## config.mk

```make
export PLATFORM = sky130hd
export DESIGN_NAME = wb_port_arbiter_flat
export DESIGN_NICKNAME = d
export VERILOG_FILES = /design/src/rtl/wb_arb_pkg.sv /design/src/rtl/wb_port_arbiter_if.sv /design/src/rtl/wb_fifo.sv /design/src/rtl/wb_port_arbiter.sv /design/src/flat_wrapper.sv
export SDC_FILE = /design/constraint.sdc
export NUM_CORES = 1
export LEC_CHECK = 0
export CAP_MARGIN = 0
export CORE_ASPECT_RATIO = 1.25
export CORE_MARGIN = 4
export CORE_UTILIZATION = 45
export CTS_CLUSTER_SIZE = 16
export DETAILED_ROUTE_END_ITERATION = 12
export PLACE_DENSITY_LB_ADDON = 0.05
export SLEW_MARGIN = 20
export SYNTH_ARGS = -nofsm -noshare
export SYNTH_HDL_FRONTEND = slang
export SYNTH_SLANG_ARGS = --single-unit
```

## constraint.sdc

```tcl
create_clock -name clk -period 4.65 [get_ports clk]
set_clock_uncertainty 0.15 [all_clocks]
set_input_delay 0.465 -clock clk [delete_from_list [all_inputs] [get_ports clk]]
set_output_delay 0.465 -clock clk [all_outputs]
set_load 0.005 [all_outputs]
```

## src/rtl/wb_arb_pkg.sv

```systemverilog
// Shared types for the register-file write-port arbiter.
package wb_arb_pkg;

    localparam int unsigned WB_DATA_WIDTH = 32;
    localparam logic [4:0]  REG_ZERO      = 5'd0;

    typedef struct packed {
        logic [4:0]               rd;
        logic [WB_DATA_WIDTH-1:0] data;
    } wb_req_t;

    typedef enum logic [1:0] {
        GNT_NONE,
        GNT_PIPE,
        GNT_MC
    } grant_e;

    function automatic logic [31:0] rd_onehot(input logic [4:0] rd);
        return 32'd1 << rd;
    endfunction

endpackage

```

## src/rtl/wb_port_arbiter_if.sv

```systemverilog
// Pipeline writeback, multi-cycle unit and register-file write-port signals.
interface wb_port_arbiter_if #(
    parameter int unsigned DATA_WIDTH = 32
);
    logic                  pipe_wb_valid;
    logic [4:0]            pipe_rd;
    logic [DATA_WIDTH-1:0] pipe_result;
    logic                  pipe_stall;
    logic                  mc_valid;
    logic                  mc_ready;
    logic [4:0]            mc_rd;
    logic [DATA_WIDTH-1:0] mc_data;
    logic                  rf_we;
    logic [4:0]            rf_waddr;
    logic [DATA_WIDTH-1:0] rf_wdata;
    logic [31:0]           mc_pending;

    modport slave (
        input  pipe_wb_valid, pipe_rd, pipe_result, mc_valid, mc_rd, mc_data,
        output pipe_stall, mc_ready, rf_we, rf_waddr, rf_wdata, mc_pending
    );

    modport master (
        output pipe_wb_valid, pipe_rd, pipe_result, mc_valid, mc_rd, mc_data,
        input  pipe_stall, mc_ready, rf_we, rf_waddr, rf_wdata, mc_pending
    );
endinterface

```

## src/rtl/wb_fifo.sv

```systemverilog
// Small FIFO of queued multi-cycle results; also reports which registers are pending.
module wb_fifo
    import wb_arb_pkg::*;
#(
    parameter int unsigned DEPTH = 2,
    localparam int unsigned CW   = $clog2(DEPTH + 1),
    localparam int unsigned PW   = $clog2(DEPTH)
) (
    input  logic          clk,
    input  logic          rst_n,
    input  logic          i_push,
    input  wb_req_t       i_req,
    input  logic          i_pop,
    output wb_req_t       o_head,
    output logic [CW-1:0] o_count,
    output logic [31:0]   o_pending
);

    wb_req_t          r_mem [DEPTH];
    logic [DEPTH-1:0] r_vld;
    logic [PW-1:0]    r_wptr;
    logic [PW-1:0]    r_rptr;
    logic [CW-1:0]    r_count;
    logic [31:0]      w_pending;

    always_ff @(posedge clk or negedge rst_n) begin
        if (!rst_n) begin
            r_vld   <= '0;
            r_wptr  <= '0;
            r_rptr  <= '0;
            r_count <= '0;
        end else begin
            if (i_push) begin
                r_mem[r_wptr] <= i_req;
                r_vld[r_wptr] <= 1'b1;
                r_wptr        <= r_wptr + 1'b1;
            end
            if (i_pop) begin
                r_vld[r_rptr] <= 1'b0;
                r_rptr        <= r_rptr + 1'b1;
            end
            if (i_push && !i_pop) begin
                r_count <= r_count + 1'b1;
            end else if (!i_push && i_pop) begin
                r_count <= r_count - 1'b1;
            end
        end
    end

    always_comb begin
        w_pending = '0;
        for (int unsigned i = 0; i < DEPTH; i++) begin
            if (r_vld[i]) begin
                w_pending = w_pending | rd_onehot(r_mem[i].rd);
            end
        end
    end

    assign o_head    = r_mem[r_rptr];
    assign o_count   = r_count;
    assign o_pending = w_pending;

endmodule

```

## src/rtl/wb_port_arbiter.sv

```systemverilog
// Arbitrates the single register-file write port between pipeline writeback
// and queued multi-cycle results, with a starvation-forced pipeline stall.
module wb_port_arbiter
    import wb_arb_pkg::*;
#(
    parameter int unsigned DATA_WIDTH = 32,
    parameter int unsigned DEPTH      = 2,
    parameter int unsigned MAX_WAIT   = 4
) (
    input  logic              clk,
    input  logic              rst_n,
    wb_port_arbiter_if.slave  bus
);

    localparam int unsigned CW = $clog2(DEPTH + 1);
    localparam int unsigned WW = $clog2(MAX_WAIT + 1);

    logic [CW-1:0]         w_count;
    logic [31:0]           w_pending;
    wb_req_t               w_head;
    wb_req_t               w_push_req;
    logic                  w_empty;
    logic                  w_ready;
    logic                  w_real;
    logic                  w_push;
    logic                  w_pop;
    logic                  w_stall;
    grant_e                w_gnt;

    logic [WW-1:0]         r_wait;
    logic                  r_we;
    logic [4:0]            r_waddr;
    logic [DATA_WIDTH-1:0] r_wdata;

    assign w_empty = (w_count == '0);
    // Readiness comes from the registered count only: a full FIFO never
    // accepts, even in a cycle where it is popping.
    assign w_ready = (w_count < CW'(DEPTH));
    assign w_real  = bus.pipe_wb_valid && (bus.pipe_rd != REG_ZERO);
    assign w_push  = bus.mc_valid && w_ready && (bus.mc_rd != REG_ZERO);
    assign w_push_req = '{rd: bus.mc_rd, data: bus.mc_data};

    always_comb begin
        w_gnt   = GNT_NONE;
        w_stall = 1'b0;
        if (w_empty) begin
            if (w_real) w_gnt = GNT_PIPE;
        end else if (!w_real) begin
            w_gnt = GNT_MC;
        end else if (r_wait < WW'(MAX_WAIT)) begin
            w_gnt = GNT_PIPE;
        end else begin
            w_gnt   = GNT_MC;
            w_stall = 1'b1;
        end
    end

    assign w_pop = (w_gnt == GNT_MC);

    wb_fifo #(.DEPTH(DEPTH)) u_fifo (
        .clk       (clk),
        .rst_n     (rst_n),
        .i_push    (w_push),
        .i_req     (w_push_req),
        .i_pop     (w_pop),
        .o_head    (w_head),
        .o_count   (w_count),
        .o_pending (w_pending)
    );

    always_ff @(posedge clk or negedge rst_n) begin
        if (!rst_n) begin
            r_wait <= '0;
        end else if (w_pop || w_empty) begin
            r_wait <= '0;
        end else if (w_gnt == GNT_PIPE && r_wait < WW'(MAX_WAIT)) begin
            r_wait <= r_wait + 1'b1;
        end
    end

    always_ff @(posedge clk or negedge rst_n) begin
        if (!rst_n) begin
            r_we    <= 1'b0;
            r_waddr <= '0;
            r_wdata <= '0;
        end else begin
            case (w_gnt)
                GNT_PIPE: begin
                    r_we    <= 1'b1;
                    r_waddr <= bus.pipe_rd;
                    r_wdata <= bus.pipe_result;
                end
                GNT_MC: begin
                    r_we    <= 1'b1;
                    r_waddr <= w_head.rd;
                    r_wdata <= w_head.data;
                end
                default: r_we <= 1'b0;
            endcase
        end
    end

    assign bus.pipe_stall = w_stall;
    assign bus.mc_ready   = w_ready;
    assign bus.mc_pending = w_pending;
    assign bus.rf_we      = r_we;
    assign bus.rf_waddr   = r_waddr;
    assign bus.rf_wdata   = r_wdata;

endmodule

```

## src/flat_wrapper.sv

```systemverilog
// flat-port wrapper written by rule: the top's interface ports become plain ports
module wb_port_arbiter_flat import wb_arb_pkg::*;
#(
    parameter int unsigned DATA_WIDTH = 32,
    parameter int unsigned DEPTH      = 2,
    parameter int unsigned MAX_WAIT   = 4
)
  (clk, rst_n, bus_pipe_wb_valid, bus_pipe_rd, bus_pipe_result, bus_mc_valid, bus_mc_rd, bus_mc_data, bus_pipe_stall, bus_mc_ready, bus_rf_we, bus_rf_waddr, bus_rf_wdata, bus_mc_pending);
  wb_port_arbiter_if #(.DATA_WIDTH(DATA_WIDTH)) bus_i ();
  input  logic clk;
  input  logic rst_n;
  input wire logic [$bits(bus_i.pipe_wb_valid)-1:0] bus_pipe_wb_valid;
  input wire logic [$bits(bus_i.pipe_rd)-1:0] bus_pipe_rd;
  input wire logic [$bits(bus_i.pipe_result)-1:0] bus_pipe_result;
  input wire logic [$bits(bus_i.mc_valid)-1:0] bus_mc_valid;
  input wire logic [$bits(bus_i.mc_rd)-1:0] bus_mc_rd;
  input wire logic [$bits(bus_i.mc_data)-1:0] bus_mc_data;
  output wire logic [$bits(bus_i.pipe_stall)-1:0] bus_pipe_stall;
  output wire logic [$bits(bus_i.mc_ready)-1:0] bus_mc_ready;
  output wire logic [$bits(bus_i.rf_we)-1:0] bus_rf_we;
  output wire logic [$bits(bus_i.rf_waddr)-1:0] bus_rf_waddr;
  output wire logic [$bits(bus_i.rf_wdata)-1:0] bus_rf_wdata;
  output wire logic [$bits(bus_i.mc_pending)-1:0] bus_mc_pending;
  assign bus_i.pipe_wb_valid = bus_pipe_wb_valid;
  assign bus_i.pipe_rd = bus_pipe_rd;
  assign bus_i.pipe_result = bus_pipe_result;
  assign bus_i.mc_valid = bus_mc_valid;
  assign bus_i.mc_rd = bus_mc_rd;
  assign bus_i.mc_data = bus_mc_data;
  assign bus_pipe_stall = bus_i.pipe_stall;
  assign bus_mc_ready = bus_i.mc_ready;
  assign bus_rf_we = bus_i.rf_we;
  assign bus_rf_waddr = bus_i.rf_waddr;
  assign bus_rf_wdata = bus_i.rf_wdata;
  assign bus_mc_pending = bus_i.mc_pending;
  wb_port_arbiter #(.DATA_WIDTH(DATA_WIDTH), .DEPTH(DEPTH), .MAX_WAIT(MAX_WAIT)) u_core (.clk(clk), .rst_n(rst_n), .bus(bus_i));
endmodule
```

Yosys cells after proc, flatten, opt, wreduce, memory -nomap -nowiden
Memory sizes are Yosys's and may differ from the RTL's.
Index checks and enable logic that the tools add are counted.
Word-level totals
  register bits after elaboration: 47
  bits in latches: 0
  RAM bits: 74
  bits in read-only memories: 0
  input port bits: 78
  output and inout port bits: 72
  logic and storage cells: 71
  memories kept: 1
Memories
  u_core.u_fifo.r_mem: words 2, bits a word 37, rd ports 3, clocked after Yosys merged registers in 0, write ports 1, RTL line wb_fifo.sv:19  | wb_req_t r_mem [DEPTH];
Operators by class
  $add $sub $neg: 5
  multiply operators: 0
  div/mod/pow operators: 0
  order comparisons: 6
  eq/ne operators: 2
  shift operators: 2
  mux-type cells: 24
  bitwise operators: 4
  reduce and logical (&&, ||, !) cells: 19
Operator list (number)
  $mux W32: 2
  $pmux W32 S2: 1
  $shl A1 B5 Y32 const A: 2
  $or A32 B32 Y32: 1
  $mux W2: 7
  $pmux W5 S2: 1
  $reduce_bool A5 Y1: 2
  $logic_and A1 B1 Y1: 9
  $mux W1: 9
  $mux W3: 2
  $reduce_bool A2 Y1: 3
  $lt A1 B2 Y1 const B: 2
  $add A3 B1 Y3 const B: 1
  $lt A3 B3 Y1 const B: 1
  $add A1 B1 Y1 const B: 2
  $add A2 B1 Y2 const B: 1
  $and A2 B2 Y2: 1
  $demux W1 S1: 2
  $eq A2 B1 Y1 const B: 1
  $eq A2 B2 Y1 const B: 1
  $ge A1 B1 Y1 const B: 2
  $logic_not A1 Y1: 2
  $logic_not A2 Y1: 1
  $lt A2 B2 Y1 const B: 1
  5 further kinds: 5

Logic depth before layout (Yosys ltp)
  depth in word-level cells: 8
  depth in mapped cells: 11
  gate-level depth less buffers: 9

Cells and area by module
Synthesis repeated with hierarchy kept, for this count alone.
Unflattened totals
  cells, all modules: 408
  area, all modules: 5447.7 um^2
Modules (own cells, without submodules)
  wb_fifo: times used 1, cells each 211, area an instance 3422.0 um^2, sequential area each 2372.3 um^2
  wb_port_arbiter: times used 1, cells each 197, area an instance 2025.7 um^2, sequential area each 1026.0 um^2

Worst setup path after synthesis
No wires, ideal clock.
  kind: input-to-reg
  start: in bus_mc_valid
  end: mem u_core.u_fifo.r_mem[0][0] (netlist bit), enable pin
  arrival time: 3.545 ns
  path slack: 0.470 ns
  stages: 3
  cells stage by stage: nor2b_1 > o21ai_4 > nor3b_1
Between the ends
  word-level cells in the longest chain between the ends: 5
RTL lines
  from (decl): RTL line flat_wrapper.sv:15  | input wire logic [$bits(bus_i.mc_valid)-1:0] bus_mc_valid;
  $logic_and A1 B1 Y1 (2 in series): RTL line wb_port_arbiter.sv:40  | assign w_push = bus.mc_valid && w_ready && (bus.mc_rd != REG_ZERO);
  $mux W1: RTL line wb_fifo.sv:33  | if (i_push) begin
  $logic_and A1 B1 Y1 (implied by the code): RTL line wb_fifo.sv:34  | r_mem[r_wptr] <= i_req;
  $mux W1 (implied by the code): RTL line wb_fifo.sv:34
  to (decl): RTL line wb_fifo.sv:19
No other way between the ends.

Final worst setup path
  start: in bus_pipe_rd[0]
  end: reg u_core.r_wdata[12] (netlist: u_core.bus.rf_wdata[12])
Between the ends
  word-level cells in the longest chain between the ends: 6
  elaborated cells on any way between the ends: 9
  those cells by class: eq/ne: 2; mux: 4; reduce/logical: 3
RTL lines
  from (decl): RTL line flat_wrapper.sv:13  | input wire logic [$bits(bus_i.pipe_rd)-1:0] bus_pipe_rd;
  $reduce_bool A5 Y1 *: RTL line wb_port_arbiter.sv:39  | assign w_real = bus.pipe_wb_valid && (bus.pipe_rd != REG_ZERO);
  $logic_and A1 B1 Y1 *: RTL line wb_port_arbiter.sv:39
  $mux W2 or $mux W1 (tied branches): RTL line wb_port_arbiter.sv:48, wb_port_arbiter.sv:47
  $mux W2 *: RTL line wb_port_arbiter.sv:46  | if (w_empty) begin
  $eq A2 B2 Y1 or $eq A2 B1 Y1 (tied branches): RTL line wb_port_arbiter.sv:87  | case (w_gnt)
  $pmux W32 S2 or $reduce_bool A2 Y1 (tied branches)
  to (signal assigned): RTL line wb_port_arbiter.sv:91  | r_wdata <= bus.pipe_result;
  to (signal assigned): RTL line wb_port_arbiter.sv:96  | r_wdata <= w_head.data;
  to (decl): RTL line wb_port_arbiter.sv:33  | logic [DATA_WIDTH-1:0] r_wdata;
Every way passes the cells marked *; elsewhere a longest branch is shown, timed or not.
A chain may end at the register's enable or synchronous reset.

==> out/results.tsv <==
stage	metric	value	unit
worst_setup_path	worst-setup-path-type	input port to flip-flop	
die	die_area	0.0137	mm2
pwr	p_leak	2.97	nW
synth	synth-seq-cells	121	
drt	wire_per_inst	17.4	um
global_routing	grt_pass1_wl	20100	um
clock_network	cts_resized	0	
drt	vias_per_cell	5.34	
finish	final_cell_mix	clkdlybuf4s50_1, edfxtp_1, dfrtp_1	
global_routing	antenna_found_initial	0	
sta	finalSetupTns	0	ns
synth	ys_seq_area_share	63.6	%
worst_setup_path	crit_path_end_kind	flip-flop	
sta	final_hold_viol_count	0	
clock_network	cts.clk_slew.worst_paths	0.05	ns
sta	slew_viol_final	0	
sta	fin_crit_sh	66.1	%
sta	fin_crit	3.08	ns
clock_network	cts_sinks	121	
clock_network	numCtsBuffers	17	
die	placementRows	44	
clock_network	h-tree-depth	4	
drt	firstDrtPassIters	4	
drt	drt_wl_total	12800	um
drt	vias	3912	
clock_network	cts_hold_buffers	0	
clock_network	clk_latency	0.40	ns
die	io_pins	150	
drt	drt-initial-drc-count	117	
finish	syn2layout_area_growth	41.4	%
synth	syn_nets	492	
worst_setup_path	critPathMaxStageDelay	0.54	ns
clock_network	cts-root-buf	clkbuf_16	
die	dieWidth	105	um
die	core	0.0116	mm2
place	place_hpwl	8950	um
synth	synth.distinct_cells	37	
synth	netlist_area	0.00535	mm2
worst_setup_path	arrival	3.21	ns
synth	syn-mean-instance-area	13.0	um2
global_routing	grt_pass1_vias	3958	
worst_setup_path	cp_max_fo	50	
pwr	power.density	564	mW/mm2
place	port_buffers	149	
sta	worstMarginPinSlew	0.970	ns
worst_setup_path	startpoint_type	input port	
sta	setup-violations-final	0	
finish	num-nets-final	639	
synth	synth_compound_area_share	16.2	%
drt	drc	0	
synth	synthFlopType	edfxtp_1	
sta	slew-limit-headroom	35.3	%
global_routing	grt_start_max_net_pins	51	
sta	rsz0062_at_grt	false	
synth	async_flop_share	38.8	%
run	drv_cap	0	
place	dp_cells	700	
place	routabilityCongestion	0.934	
finish	final_cells	732	
drt	drtAntennaViolNets	0	
pwr	peakVddDrop	0.000313	V
worst_setup_path	path_cells	clkdlybuf4s50_1 > or4_4 > o21ai_0 > nand2b_1 > ha_2 > buf_4 > a211oi_1 > a21o_1	
finish	final_common_cell	clkdlybuf4s50_1	
worst_setup_path	cp_slowest_cell	or4_4	
global_routing	overflow	0	
synth	synth_mux_area_share	7.30	%
worst_setup_path	critPathBufInv	2	
synth	synth_edf_count	74	
global_routing	grt_usage	18.9	%
status	status	completed	
synth	yosys.area_share.simple	8.64	%
place	placed_area	0.00697	mm2
synth	synth_top_family_by_area	compound AO/OA/AOI/OAI gates	
worst_setup_path	cp_top_family	buffers and inverters	
synth	synth_xor_area_share	0.819	%
worst_setup_path	crit_required	4.79	ns
synth	yosysWarnings	0	
die	start_util	46.0	%
clock_network	cts_buffer_depth	2	
finish	final_area	0.00756	mm2
die	die_h	130	um
clock_network	post-cts-setup-buffers	0	
clock_network	cts_tree	done	
synth	synth-adder-area-share	0.702	%
synth	syn_inst	411	
worst_hold_path	hp-class	input port to asynchronous set/reset pin	
finish	drive_gt1_share	8.76	%
finish	antennaDiodeCount	0	
sta	fmax	0.325	GHz
-- worst paths after layout --
kind / start / to / slack (ns) / cells after the start
worst max-delay path: bus_pipe_rd[0] / u_core.bus.rf_wdata[12] / 1.57 / 8
worst min-delay path: rst_n / u_core.bus.rf_waddr[3] / 0.07 / 2
worst max register to register: u_core.u_fifo.o_count[0] / u_core.bus.rf_wdata[12] / 2.12 / 6
worst min register to register: u_core.bus.rf_waddr[0] / u_core.bus.rf_waddr[0] / 0.33 / 1
max in group asynchronous: rst_n / u_core.u_fifo.r_rptr / 3.81 / 2
min in group clk: u_core.bus.rf_waddr[0] / u_core.bus.rf_waddr[0] / 0.33 / 1
-- stage by stage --
step / hold slack [ns] / total power [mW] / util (%) / setup slack, ns
CTS: 0.0719 / 4.31 / 65.0 / 1.54
floorplan: 0.0194 / 2.36 / - / 0.470
global route: 0.121 / 4.51 / 65.1 / 1.41
finish: 0.0700 / 4.26 / 65.1 / 1.57
detailed placement: 0.322 / 3.01 / 60.0 / 1.13
global placement: 0.320 / 2.97 / 60.0 / 1.29
-- kinds of logic after synthesis --
| family | after synthesis |
|---|---|
| AO/OA/AOI/OAI | 115 |
| XOR/XNOR | 5 |
| adder cells (fa/ha/maj) | 3 |
| buffers and inverters | 34 |
| flip-flops | 121 |
| multiplexers | 39 |
| AND/OR/NAND/NOR | 94 |
-- routing by layer --
layer	vias up	GRT usage, %	routed length [um]
met5	-	0	0
met4	0	7.39	214
met3	17	5.05	759
met2	136	33.6	6710
met1	1896	21.8	5080
li1	1863	-	-
-- synth_stat cells (2+ instances only) --
cell	n	area, um2
nand4b_1	3	26.3
xnor2_1	3	26.3
buf_1	2	7.51
or4_4	2	22.5
ha_1	3	37.5
a21o_1	37	278
dfrtp_1	47	1180
or2_2	3	18.8
xor2_1	2	17.5
buf_4	3	22.5
nand3b_1	3	22.5
clkbuf_1	13	48.8
a211oi_1	37	278
nand4_1	2	12.5
o32ai_1	12	105
o22ai_1	19	119
o21ai_0	5	25.0
nand2_1	14	52.6
edfxtp_1	74	2220
mux2i_1	39	390
nand3_1	3	15.0
nand2b_1	13	81.3
nor2_1	45	169
buf_2	8	40.0
inv_1	6	22.5
nor2b_1	2	12.5
-- registers in the layout, summed over array words and instances, names as in the netlist --
name,count
u_core.bus.rf_we,1
u_core.u_fifo.o_count,2
u_core.bus.rf_wdata,32
u_core.u_fifo.r_vld,2
u_core.bus.rf_waddr,5
u_core.u_fifo.r_wptr,1
u_core.u_fifo.r_rptr,1
u_core.u_fifo.r_mem,74
u_core.r_wait,3
-- worst register-to-register path: stages, from the launching register on --
cell and delay (ns):
dfrtp_1 0.44, o21ai_0 0.26, nand2b_1 0.10, ha_2 0.63
buf_4 0.53, a211oi_1 0.13, a21o_1 0.18
-- area by class of cell --
class	count	area (um2)
Clock inverter	14	156
Sequential cell	121	3400
Timing Repair Buffer	155	1530
Fill cell	890	4060
Inverter	7	26.3
Multi-Input combinational cell	256	1810
Tap cell	161	201
Clock buffer	18	429
-- power by group --
part | internal [mW] | switching (mW)
sequential | 1.43 | 0.207
combinational | 0.744 | 0.599
clock | 0.834 | 0.450
Note: power is estimated with default switching activity, not from simulation.
